## src/rtl/cdr_pkg.sv

```systemverilog
// rtl/cdr_pkg.sv - shared state encodings, comma patterns and rate constant for the CDR lock controller
// Contents: FSM state constants, 8b/10b comma patterns (oldest bit in MSB),
// nominal recovered bits per clock, and a comma match helper.
package cdr_pkg;

    typedef logic [1:0] cdr_state_t;

    localparam logic [1:0] ST_RESET   = 2'd0;
    localparam logic [1:0] ST_SETTLE  = 2'd1;
    localparam logic [1:0] ST_MEASURE = 2'd2;
    localparam logic [1:0] ST_LOCKED  = 2'd3;

    localparam logic [6:0] COMMA_POS = 7'b0011111;
    localparam logic [6:0] COMMA_NEG = 7'b1100000;

    localparam int NOMINAL_BITS_PER_CYCLE = 4;

    function automatic logic is_comma(input logic [6:0] bits);
        return (bits == COMMA_POS) || (bits == COMMA_NEG);
    endfunction

endpackage

```

## src/rtl/oversampling_cdr_lock_ctrl_if.sv

```systemverilog
// rtl/oversampling_cdr_lock_ctrl_if.sv - recovered-data input and lock status bundle of the CDR lock controller
// Signals: rx_data[5]/rx_data_count[3] recovered bits (oldest at rx_data[count-1]);
// cdr_rst, locked, window_bits[16], window_valid, relock_count[8], fault_illegal status.
// master: the side feeding recovered data and observing status; slave: the controller.
interface oversampling_cdr_lock_ctrl_if;
    logic [4:0]  rx_data;
    logic [2:0]  rx_data_count;
    logic        cdr_rst;
    logic        locked;
    logic [15:0] window_bits;
    logic        window_valid;
    logic [7:0]  relock_count;
    logic        fault_illegal;

    modport master (
        output rx_data, rx_data_count,
        input  cdr_rst, locked, window_bits, window_valid, relock_count, fault_illegal
    );

    modport slave (
        input  rx_data, rx_data_count,
        output cdr_rst, locked, window_bits, window_valid, relock_count, fault_illegal
    );
endinterface

```

## src/rtl/cdr_comma_detect.sv

```systemverilog
// rtl/cdr_comma_detect.sv - serial 8b/10b comma detector over the variable-width recovered bit stream
// Ports: clk, rst (async active-high); rx_data[5], rx_data_count[3] in;
// comma_hit out, registered: high the cycle after the cycle in which a comma completed.
module cdr_comma_detect
    import cdr_pkg::*;
(
    input  logic       clk,
    input  logic       rst,
    input  logic [4:0] rx_data,
    input  logic [2:0] rx_data_count,
    output logic       comma_hit
);

    // Newest stream bit sits in hist[0]; a 7-bit slice reads oldest-first from its MSB.
    logic [11:0] hist;
    logic [11:0] hist_next;
    logic [2:0]  shift_n;
    logic [4:0]  keep_mask;
    logic        hit_next;

    always_comb begin
        // Illegal counts contribute no bits to the stream.
        shift_n   = (rx_data_count <= 3'd5) ? rx_data_count : 3'd0;
        keep_mask = 5'((6'd1 << shift_n) - 6'd1);
        hist_next = (hist << shift_n) | {7'd0, rx_data & keep_mask};
        hit_next  = 1'b0;
        // Only slices whose newest bit arrived this cycle complete here, so an
        // old comma is never reported twice.
        for (int i = 0; i < 6; i++) begin
            if ((i < int'(shift_n)) && is_comma(hist_next[i +: 7])) begin
                hit_next = 1'b1;
            end
        end
    end

    always_ff @(posedge clk or posedge rst) begin
        if (rst) begin
            hist      <= '0;
            comma_hit <= 1'b0;
        end else begin
            hist      <= hist_next;
            comma_hit <= hit_next;
        end
    end

endmodule

```

## src/rtl/oversampling_cdr_lock_ctrl.sv

```systemverilog
// rtl/oversampling_cdr_lock_ctrl.sv - bring-up sequencer and windowed rate/comma lock monitor for the oversampling CDR
// Ports: clk (312.5 MHz CDR clock), rst (async active-high);
// cdr: slave side of oversampling_cdr_lock_ctrl_if (rx_data/rx_data_count in,
// cdr_rst/locked/window_bits/window_valid/relock_count/fault_illegal out).
module oversampling_cdr_lock_ctrl
    import cdr_pkg::*;
#(
    parameter int RESET_CYCLES  = 128,
    parameter int SETTLE_CYCLES = 1024,
    parameter int WINDOW_CYCLES = 4096,
    parameter int BIT_TOL       = 8,
    parameter int LOCK_WINDOWS  = 4,
    parameter int LOSS_WINDOWS  = 2
) (
    input  logic                         clk,
    input  logic                         rst,
    oversampling_cdr_lock_ctrl_if.slave  cdr
);

    localparam int EXP_BITS = NOMINAL_BITS_PER_CYCLE * WINDOW_CYCLES;
    localparam int PH_MAX   = (RESET_CYCLES > SETTLE_CYCLES) ? RESET_CYCLES : SETTLE_CYCLES;
    localparam int PH_W     = $clog2(PH_MAX + 1);
    localparam int WIN_W    = $clog2(WINDOW_CYCLES + 1);
    localparam int GOOD_W   = $clog2(LOCK_WINDOWS + 1);
    localparam int BAD_W    = $clog2(LOSS_WINDOWS + 1);

    cdr_state_t         state;
    logic [PH_W-1:0]    phase_cnt;
    logic [WIN_W-1:0]   wcnt;
    logic [16:0]        acc;
    logic               win_illegal;
    logic               comma_acc;
    logic               pend_valid;
    logic [16:0]        pend_acc;
    logic               pend_illegal;
    logic [GOOD_W-1:0]  good_cnt;
    logic [BAD_W-1:0]   bad_cnt;

    logic               cdr_rst_q;
    logic               locked_q;
    logic [15:0]        window_bits_q;
    logic               window_valid_q;
    logic [7:0]         relock_q;
    logic               fault_q;

    logic               comma_hit;
    logic               illegal_now;
    logic [17:0]        sum;
    logic [16:0]        acc_next;
    logic               rate_ok;
    logic               window_good;
    int                 diff;

    cdr_comma_detect u_comma (
        .clk           (clk),
        .rst           (rst),
        .rx_data       (cdr.rx_data),
        .rx_data_count (cdr.rx_data_count),
        .comma_hit     (comma_hit)
    );

    always_comb begin
        illegal_now = (cdr.rx_data_count > 3'd5);
        sum         = {1'b0, acc} + {15'd0, (illegal_now ? 3'd0 : cdr.rx_data_count)};
        acc_next    = sum[17] ? 17'h1FFFF : sum[16:0];
        diff        = int'(pend_acc) - EXP_BITS;
        rate_ok     = (diff <= BIT_TOL) && (diff >= -BIT_TOL);
        // The verdict is taken one cycle after the window closes: comma_hit in
        // that cycle reports the window's final input cycle.
        window_good = rate_ok && !pend_illegal && (comma_acc || comma_hit);
    end

    always_ff @(posedge clk or posedge rst) begin
        if (rst) begin
            state          <= ST_RESET;
            phase_cnt      <= '0;
            wcnt           <= '0;
            acc            <= '0;
            win_illegal    <= 1'b0;
            comma_acc      <= 1'b0;
            pend_valid     <= 1'b0;
            pend_acc       <= '0;
            pend_illegal   <= 1'b0;
            good_cnt       <= '0;
            bad_cnt        <= '0;
            cdr_rst_q      <= 1'b1;
            locked_q       <= 1'b0;
            window_bits_q  <= '0;
            window_valid_q <= 1'b0;
            relock_q       <= '0;
            fault_q        <= 1'b0;
        end else begin
            window_valid_q <= 1'b0;
            if (illegal_now) begin
                fault_q <= 1'b1;
            end

            case (state)
                ST_RESET: begin
                    if (phase_cnt == PH_W'(RESET_CYCLES - 1)) begin
                        state     <= ST_SETTLE;
                        phase_cnt <= '0;
                        cdr_rst_q <= 1'b0;
                    end else begin
                        phase_cnt <= phase_cnt + PH_W'(1);
                    end
                end

                ST_SETTLE: begin
                    if (phase_cnt == PH_W'(SETTLE_CYCLES - 1)) begin
                        state       <= ST_MEASURE;
                        phase_cnt   <= '0;
                        wcnt        <= '0;
                        acc         <= '0;
                        win_illegal <= 1'b0;
                        comma_acc   <= 1'b0;
                        pend_valid  <= 1'b0;
                        good_cnt    <= '0;
                        bad_cnt     <= '0;
                    end else begin
                        phase_cnt <= phase_cnt + PH_W'(1);
                    end
                end

                default: begin
                    // Window framing, shared by ST_MEASURE and ST_LOCKED.
                    pend_valid <= (wcnt == WIN_W'(WINDOW_CYCLES - 1));
                    if (wcnt == WIN_W'(WINDOW_CYCLES - 1)) begin
                        wcnt         <= '0;
                        pend_acc     <= acc_next;
                        pend_illegal <= win_illegal | illegal_now;
                        acc          <= '0;
                        win_illegal  <= 1'b0;
                    end else begin
                        wcnt        <= wcnt + WIN_W'(1);
                        acc         <= acc_next;
                        win_illegal <= win_illegal | illegal_now;
                    end
                    // A hit seen in window cycle 0 belongs to the previous window.
                    comma_acc <= (wcnt == '0) ? 1'b0 : (comma_acc | comma_hit);

                    if (pend_valid) begin
                        window_bits_q  <= pend_acc[16] ? 16'hFFFF : pend_acc[15:0];
                        window_valid_q <= 1'b1;
                        if (state == ST_MEASURE) begin
                            if (window_good) begin
                                good_cnt <= good_cnt + GOOD_W'(1);
                                if (good_cnt == GOOD_W'(LOCK_WINDOWS - 1)) begin
                                    state    <= ST_LOCKED;
                                    locked_q <= 1'b1;
                                    bad_cnt  <= '0;
                                end
                            end else begin
                                state     <= ST_RESET;
                                phase_cnt <= '0;
                                cdr_rst_q <= 1'b1;
                                if (relock_q != 8'hFF) relock_q <= relock_q + 8'd1;
                            end
                        end else begin
                            if (window_good) begin
                                bad_cnt <= '0;
                            end else if (bad_cnt == BAD_W'(LOSS_WINDOWS - 1)) begin
                                locked_q  <= 1'b0;
                                state     <= ST_RESET;
                                phase_cnt <= '0;
                                cdr_rst_q <= 1'b1;
                                if (relock_q != 8'hFF) relock_q <= relock_q + 8'd1;
                            end else begin
                                bad_cnt <= bad_cnt + BAD_W'(1);
                            end
                        end
                    end
                end
            endcase
        end
    end

    assign cdr.cdr_rst       = cdr_rst_q;
    assign cdr.locked        = locked_q;
    assign cdr.window_bits   = window_bits_q;
    assign cdr.window_valid  = window_valid_q;
    assign cdr.relock_count  = relock_q;
    assign cdr.fault_illegal = fault_q;

endmodule
```

## src/flat_wrapper.sv

```systemverilog
// flat-port wrapper written by rule: the top's interface ports become plain ports
module oversampling_cdr_lock_ctrl_flat import cdr_pkg::*;
#(
    parameter int RESET_CYCLES  = 128,
    parameter int SETTLE_CYCLES = 1024,
    parameter int WINDOW_CYCLES = 4096,
    parameter int BIT_TOL       = 8,
    parameter int LOCK_WINDOWS  = 4,
    parameter int LOSS_WINDOWS  = 2
)
  (clk, rst, cdr_rx_data, cdr_rx_data_count, cdr_cdr_rst, cdr_locked, cdr_window_bits, cdr_window_valid, cdr_relock_count, cdr_fault_illegal);
  oversampling_cdr_lock_ctrl_if cdr_i ();
  input  logic clk;
  input  logic rst;
  input wire logic [$bits(cdr_i.rx_data)-1:0] cdr_rx_data;
  input wire logic [$bits(cdr_i.rx_data_count)-1:0] cdr_rx_data_count;
  output wire logic [$bits(cdr_i.cdr_rst)-1:0] cdr_cdr_rst;
  output wire logic [$bits(cdr_i.locked)-1:0] cdr_locked;
  output wire logic [$bits(cdr_i.window_bits)-1:0] cdr_window_bits;
  output wire logic [$bits(cdr_i.window_valid)-1:0] cdr_window_valid;
  output wire logic [$bits(cdr_i.relock_count)-1:0] cdr_relock_count;
  output wire logic [$bits(cdr_i.fault_illegal)-1:0] cdr_fault_illegal;
  assign cdr_i.rx_data = cdr_rx_data;
  assign cdr_i.rx_data_count = cdr_rx_data_count;
  assign cdr_cdr_rst = cdr_i.cdr_rst;
  assign cdr_locked = cdr_i.locked;
  assign cdr_window_bits = cdr_i.window_bits;
  assign cdr_window_valid = cdr_i.window_valid;
  assign cdr_relock_count = cdr_i.relock_count;
  assign cdr_fault_illegal = cdr_i.fault_illegal;
  oversampling_cdr_lock_ctrl #(.RESET_CYCLES(RESET_CYCLES), .SETTLE_CYCLES(SETTLE_CYCLES), .WINDOW_CYCLES(WINDOW_CYCLES), .BIT_TOL(BIT_TOL), .LOCK_WINDOWS(LOCK_WINDOWS), .LOSS_WINDOWS(LOSS_WINDOWS)) u_core (.clk(clk), .rst(rst), .cdr(cdr_i));
endmodule
```

## config.mk

```make
export PLATFORM = sky130hd
export DESIGN_NAME = oversampling_cdr_lock_ctrl_flat
export DESIGN_NICKNAME = d
export VERILOG_FILES = /design/src/rtl/cdr_pkg.sv /design/src/rtl/oversampling_cdr_lock_ctrl_if.sv /design/src/rtl/cdr_comma_detect.sv /design/src/rtl/oversampling_cdr_lock_ctrl.sv /design/src/flat_wrapper.sv
export SDC_FILE = /design/constraint.sdc
export NUM_CORES = 1
export LEC_CHECK = 0
export ABC_AREA = 1
export CAP_MARGIN = 25
export CORE_UTILIZATION = 50
export CTS_CLUSTER_SIZE = 28
export DETAILED_ROUTE_END_ITERATION = 10
export PLACE_DENSITY_LB_ADDON = 0.3
export SLEW_MARGIN = 0
export SYNTH_ARGS = -nofsm -noshare
export SYNTH_HDL_FRONTEND = slang
export SYNTH_HIERARCHICAL = 1
export SYNTH_SLANG_ARGS = --single-unit
export TNS_END_PERCENT = 50
```

## constraint.sdc

```tcl
create_clock -name clk -period 3.1 [get_ports clk]
set_input_delay 0.465 -clock clk [delete_from_list [all_inputs] [get_ports clk]]
set_output_delay 0.465 -clock clk [all_outputs]
set_load 0.03 [all_outputs]
```

Yosys cells after proc, flatten, opt, wreduce, memory -nomap -nowiden
Cells that the tools add are included.
{"block": "word_totals", "reg_bits": 110, "in_bits": 10}
{"block": "classes", "n_addsub": 8, "magnitude_cmp": 10, "n_eq_ne": 32, "shift": 2, "n_mux": 71, "bitwise_logic": 8, "n_reduce_logical": 38}
{"op": "11-bit 2-to-1 mux", "n": 7}
{"op": "17-bit 2-to-1 mux", "n": 3}
{"op": "7-bit by 5-bit == test with 1-bit output, second input constant", "n": 6}
{"op": "7-bit == test, second input constant", "n": 6}
{"op": "8-bit 2-to-1 mux", "n": 5}
{"op": "17-bit case mux with 2 select lines", "n": 1}
{"op": "32-bit by 4-bit >= comparator with 1-bit output, second input constant", "n": 1}
{"op": "32-bit by 5-bit less-or-equal comparator with 1-bit output, second input constant", "n": 1}
{"op": "2-bit 2-to-1 mux", "n": 15}
{"op": "13-bit 2-to-1 mux", "n": 2}
{"op": "13-bit case mux with 2 select lines", "n": 1}
{"op": "1-bit 2-to-1 mux", "n": 22}
{"op": "11-bit case mux with 2 select lines", "n": 1}
{"op": "17-bit by 3-bit adder with 18-bit output", "n": 1}
{"op": "3-bit 2-to-1 mux", "n": 6}
{"op": "6-bit AND reduction", "n": 3}
{"op": "17-bit by 15-bit subtractor with 18-bit output, second input constant", "n": 1}
{"op": "16-bit 2-to-1 mux", "n": 1}
{"op": "13-bit by 1-bit adder with 13-bit output, second input constant", "n": 1}
{"op": "13-bit by 12-bit == test with 1-bit output, second input constant", "n": 1}
{"op": "13-bit zero test", "n": 1}
{"op": "12-bit by 5-bit bitwise OR with 12-bit output", "n": 1}
{"op": "12-bit by 3-bit left shift with 12-bit output", "n": 1}
{"op": "11-bit by 1-bit adder with 11-bit output, second input constant", "n": 1}
{"op": "39 further kinds", "n": 80}

Depth between registers and ports, before layout
{"block": "logic_depth", "word_depth": 15, "ltp_mapped": 19, "depth_no_buf": 17}

Hierarchy
Netlist, hierarchy kept.
{"mod": "oversampling_cdr_lock_ctrl", "instances": 1, "cells_per_inst": 662, "area_per_inst_um2": 5360.1, "seq_area_each_um2": 2428.6}
{"mod": "cdr_comma_detect", "instances": 1, "cells_per_inst": 210, "area_per_inst_um2": 1331.3, "seq_area_each_um2": 300.3}

Worst setup path after synthesis
No wires, ideal clock.
{"block": "synth_timing", "kind": "input port to flip-flop", "startpoint": "in cdr_rx_data_count[1]", "endpoint": "reg u_core.acc[16]", "setup_time_ns": 0.129, "t_arrival_ns": 2.263, "t_required_ns": 2.971, "setup_slack_ns": 0.708, "stages": 15, "n_path_buf": 0, "cell_sequence": "nand2_1 > inv_1 > nor2_1 > ha_1 > inv_1 > fa_1 > o21bai_4 > nand2_1 > nor2_2 > nand2_1 > nor2_2 > nand2_1 > xor2_1 > o21ai_0 > o21ai_0"}
{"block": "synth_via", "elab_chain_cells": 6}
{"item": "from (decl)", "line": "flat_wrapper.sv:16", "rtl": "input wire logic [$bits(cdr_i.rx_data_count)-1:0] cdr_rx_data_count;"}
{"item": "3-bit greater-than comparator", "line": "oversampling_cdr_lock_ctrl.sv:63", "rtl": "illegal_now = (cdr.rx_data_count > 3'd5);"}
{"item": "3-bit 2-to-1 mux (*)", "line": "oversampling_cdr_lock_ctrl.sv:64", "rtl": "sum = {1'b0, acc} + {15'd0, (illegal_now ? 3'd0 : cdr.rx_data_count)};"}
{"item": "17-bit by 3-bit adder with 18-bit output (*)", "line": "oversampling_cdr_lock_ctrl.sv:64"}
{"item": "17-bit 2-to-1 mux (*)", "line": "oversampling_cdr_lock_ctrl.sv:65", "rtl": "acc_next = sum[17] ? 17'h1FFFF : sum[16:0];"}
{"item": "17-bit 2-to-1 mux (*)", "line": "oversampling_cdr_lock_ctrl.sv:128", "rtl": "if (wcnt == WIN_W'(WINDOW_CYCLES - 1)) begin"}
{"item": "17-bit case mux with 2 select lines (*)", "line": "oversampling_cdr_lock_ctrl.sv:98", "rtl": "case (state)"}
{"item": "to (signal assigned)", "line": "oversampling_cdr_lock_ctrl.sv:136", "rtl": "acc <= acc_next;"}
{"item": "to (decl)", "line": "oversampling_cdr_lock_ctrl.sv:30", "rtl": "logic [16:0] acc;"}
Mark *: on every way between the ends. The rest lies on a longest branch, timed or not.
A chain may end at the register's enable or synchronous reset.

Worst setup path in the final report
{"block": "layout_timing", "startpoint": "in cdr_rx_data_count[0]", "endpoint": "reg u_core.acc[16]"}
Same word-level chain as after synthesis.

==> impl_metrics.ini <==
[cts]
worstSkewPairLatency_ns = 0.35
cts-htree-levels = 3
cts_tree = done
clkTransAtPathRegs_ns = 0.07
cts_setup_buffers = 0
clockBufferDepth = 2
cts_hold_buffers = 0
cts.repair.resized = 0
cts.sinks = 109
ctsRootBufferMaster = clkbuf_16
cts-buffers-inserted = 9

[synthesis]
ys_warn_count = 6
synth_area_per_cell_um2 = 7.67
ys_types = 48
syn_area_um2 = 6690
syn_nets = 901
synthTopCellsByArea = dfrtp_1 40%, nand2_1 14%, inv_1 5.3%
async_reset_ff_frac = 1.00
synth-edff-count = 0
ys_ff_latch = 109
synth_top_cell_area_share = 0.404
syn_inst = 872
ys_seq_area_frac = 0.408
yosysTopAreaCell = dfrtp_1
synthFlopType = dfrtp_1

[layout]
finalNetCount = 937
drive_above_1_share = 0.127
layoutNonFillerInstCount = 1085
seq_area_um2 = 2730
num_antenna_cells = 0
multi_input_area_um2 = 3350
fillCellCount = 1196
areaGrowthSynthToFinish_pct = 11.7

[timing]
fmax_mhz = 368
post-route-min-period_ns = 2.72
tns_ns = 0
max-slew-margin-rel = 0.578
rsz0062_at_grt = no
min_period_over_period = 0.876
fin_worst_skew_ns = 0.00666
worstMarginPinSlew_ns = 0.627
slew_violations = 0
report.final.setup_viol = 0
timing.final.ws_setup_ns = 0.384
hold_viol = 0

[critical_path]
worstPathRequired_ns = 3.32
crit_type = input pin to register
start_kind = input pin
worstSetupEndpointType = register
cp_max_fo = 4
worstPathArrival_ns = 2.93

[floorplan]
coreArea_um2 = 12800
rows = 41
start_util = 0.522
dieArea_um2 = 13800
io_pins = 38
die_h_um = 118
die_w_um = 118

[pwr]
power_density_nw_per_um2 = 394
peakVddDrop_mv = 0.260
p_total_mw = 2.95
leakagePower_nw = 3.77

[route]
wl_per_cell_um = 13.0
drt_iter0_drc = 306
drt-total-wl_um = 14100
route.detailed.drc = 0
vias = 5584
first_pass_iters = 5
antenna_left = 0
via_per_inst = 5.15

[placed_design]
dp_cells = 1069
preCtsSetupSlack_ns = 0.0348
place.gp.congestion = 0.908
place_hpwl_um = 10200
placement.io_buffers = 37

[flow_run]
maxCapViolations = 0

[global_routing]
first_global_vias = 5293
grt_max_degree = 44
grt_pass1_wl_um = 24400
grt_overflow = 0
antenna_found_initial = 0
grt_use_total = 0.213

[hold_path]
hold_path_class = register to register

[run_status]
status = completed
per-layer routing:
layer | global-route usage | up-vias | part of all wire
met3 | 0.0339 | 15 | 0.030
met4 | 0.0609 | 0 | 0.014
met1 | 0.287 | 2601 | 0.48
li1 | - | 2880 | -
met2 | 0.352 | 88 | 0.48
met5 | 0 | - | 0
cell usage after synthesis, types with 5 or more instances:
cell type / count
a21oi_1: 9
a31oi_1: 15
buf_4: 7
buf_6: 8
clkbuf_1: 6
dfrtp_1: 108
ha_1: 18
inv_1: 95
inv_2: 11
nand2_1: 243
nand2_2: 24
nand3_1: 71
nand3_2: 17
nand3b_1: 6
nand4_1: 15
nor2_1: 70
nor2_2: 5
nor3_1: 7
o21ai_0: 41
o21ai_1: 19
o22ai_1: 8
or2_2: 7
xnor2_1: 6
xor2_1: 17
final timing paths:
| check | from | endpoint | slack, ns | cells past startpoint |
|---|---|---|---|---|
| max | cdr_rx_data_count[0] | u_core/acc[16] | 0.38 | 15 |
| min | u_core/comma_acc | u_core/comma_acc | 0.48 | 2 |
| max reg2reg | u_core/pend_acc[14] | u_core/cdr.relock_count[7] | 0.65 | 13 |
| min reg2reg | u_core/comma_acc | u_core/comma_acc | 0.48 | 2 |
| max in group asynchronous | rst | u_core/acc[15] | 1.86 | 3 |
| min in group asynchronous | rst | u_core/u_comma/hist[4] | 0.55 | 2 |
logic make-up after synthesis:
family	Yosys count	synth area share
flops	109	0.408
simple gates	484	0.345
xor+xnor	23	0.0301
fa+ha+maj	19	0.0366
compound gates	104	0.0892
buf+inv	133	0.0911
layout by cell type, fill, tap and decap left out, types with 2 or more instances in the layout:
cell             count
a31oi_1             15
nor2_1              70
nor3_2               2
xor2_1              17
or2_2                7
o22ai_1              8
o21ai_1             19
nand2_1            243
inv_1               94
o31ai_1              4
nand3b_1             6
nor2_2               5
clkinv_2             2
buf_4               12
clkdlybuf4s50_1     37
o21ai_0             41
inv_2               11
nand3_1             71
nor3_1               7
nand3_2             17
a21oi_2              3
nor2_4               4
nand2_2             24
dfrtp_1            108
nand4_1             15
nand2_4              4
clkinvlp_4           2
clkbuf_16            9
ha_1                18
inv_4                2
xnor2_1              6
a21oi_1              9
nor4_2               2
clkinv_4             2
through the flow:
step / utilization / hold WS [ns] / instance area (µm²)
CTS: 0.583 / 0.492 / 7470
global route: 0.583 / 0.503 / 7470
finish: 0.583 / 0.480 / 7470
floorplan: - / 0.330 / 6690
detailed placement: 0.561 / 0.475 / 7190
global placement: 0.561 / 0.456 / 7190
layout make-up:
type | instances | share of cell area
inverter | 108 | 0.0551
tap | 172 | 0.0288
multi-input combinational | 630 | 0.449
timing repair buffer | 50 | 0.0643
clock inverter | 6 | 0.00619
clock buffer | 10 | 0.0320
sequential | 109 | 0.365
worst max-delay path, cell delays in order:
cell and delay [ns]:
clkdlybuf4s50_1 0.47, inv_1 0.05, nor2_1 0.10, ha_1 0.18, inv_1 0.07, fa_1 0.43
o21bai_4 0.20, nand2_1 0.13, nor2_2 0.16, nand2_1 0.10, nor2_2 0.12, nand2_1 0.07
xor2_1 0.14, o21ai_0 0.14, o21ai_0 0.10
registers in the layout, indices dropped and copies added (netlist names), 2 cells and up:
signal / count
u_core/acc: 17
u_core/pend_acc: 17
u_core/cdr.window_bits: 16
u_core/wcnt: 13
u_core/phase_cnt: 11
u_core/u_comma/hist: 11
u_core/cdr.relock_count: 8
u_core/good_cnt: 3
u_core/bad_cnt: 2
u_core/state: 2
where the power goes:
part | internal [mW] | switching (mW)
clock | 0.572 | 0.534
sequential | 1.45 | 0.0181
combinational | 0.126 | 0.250
total | 2.14 | 0.803
Power figures use the tool's default switching activity.
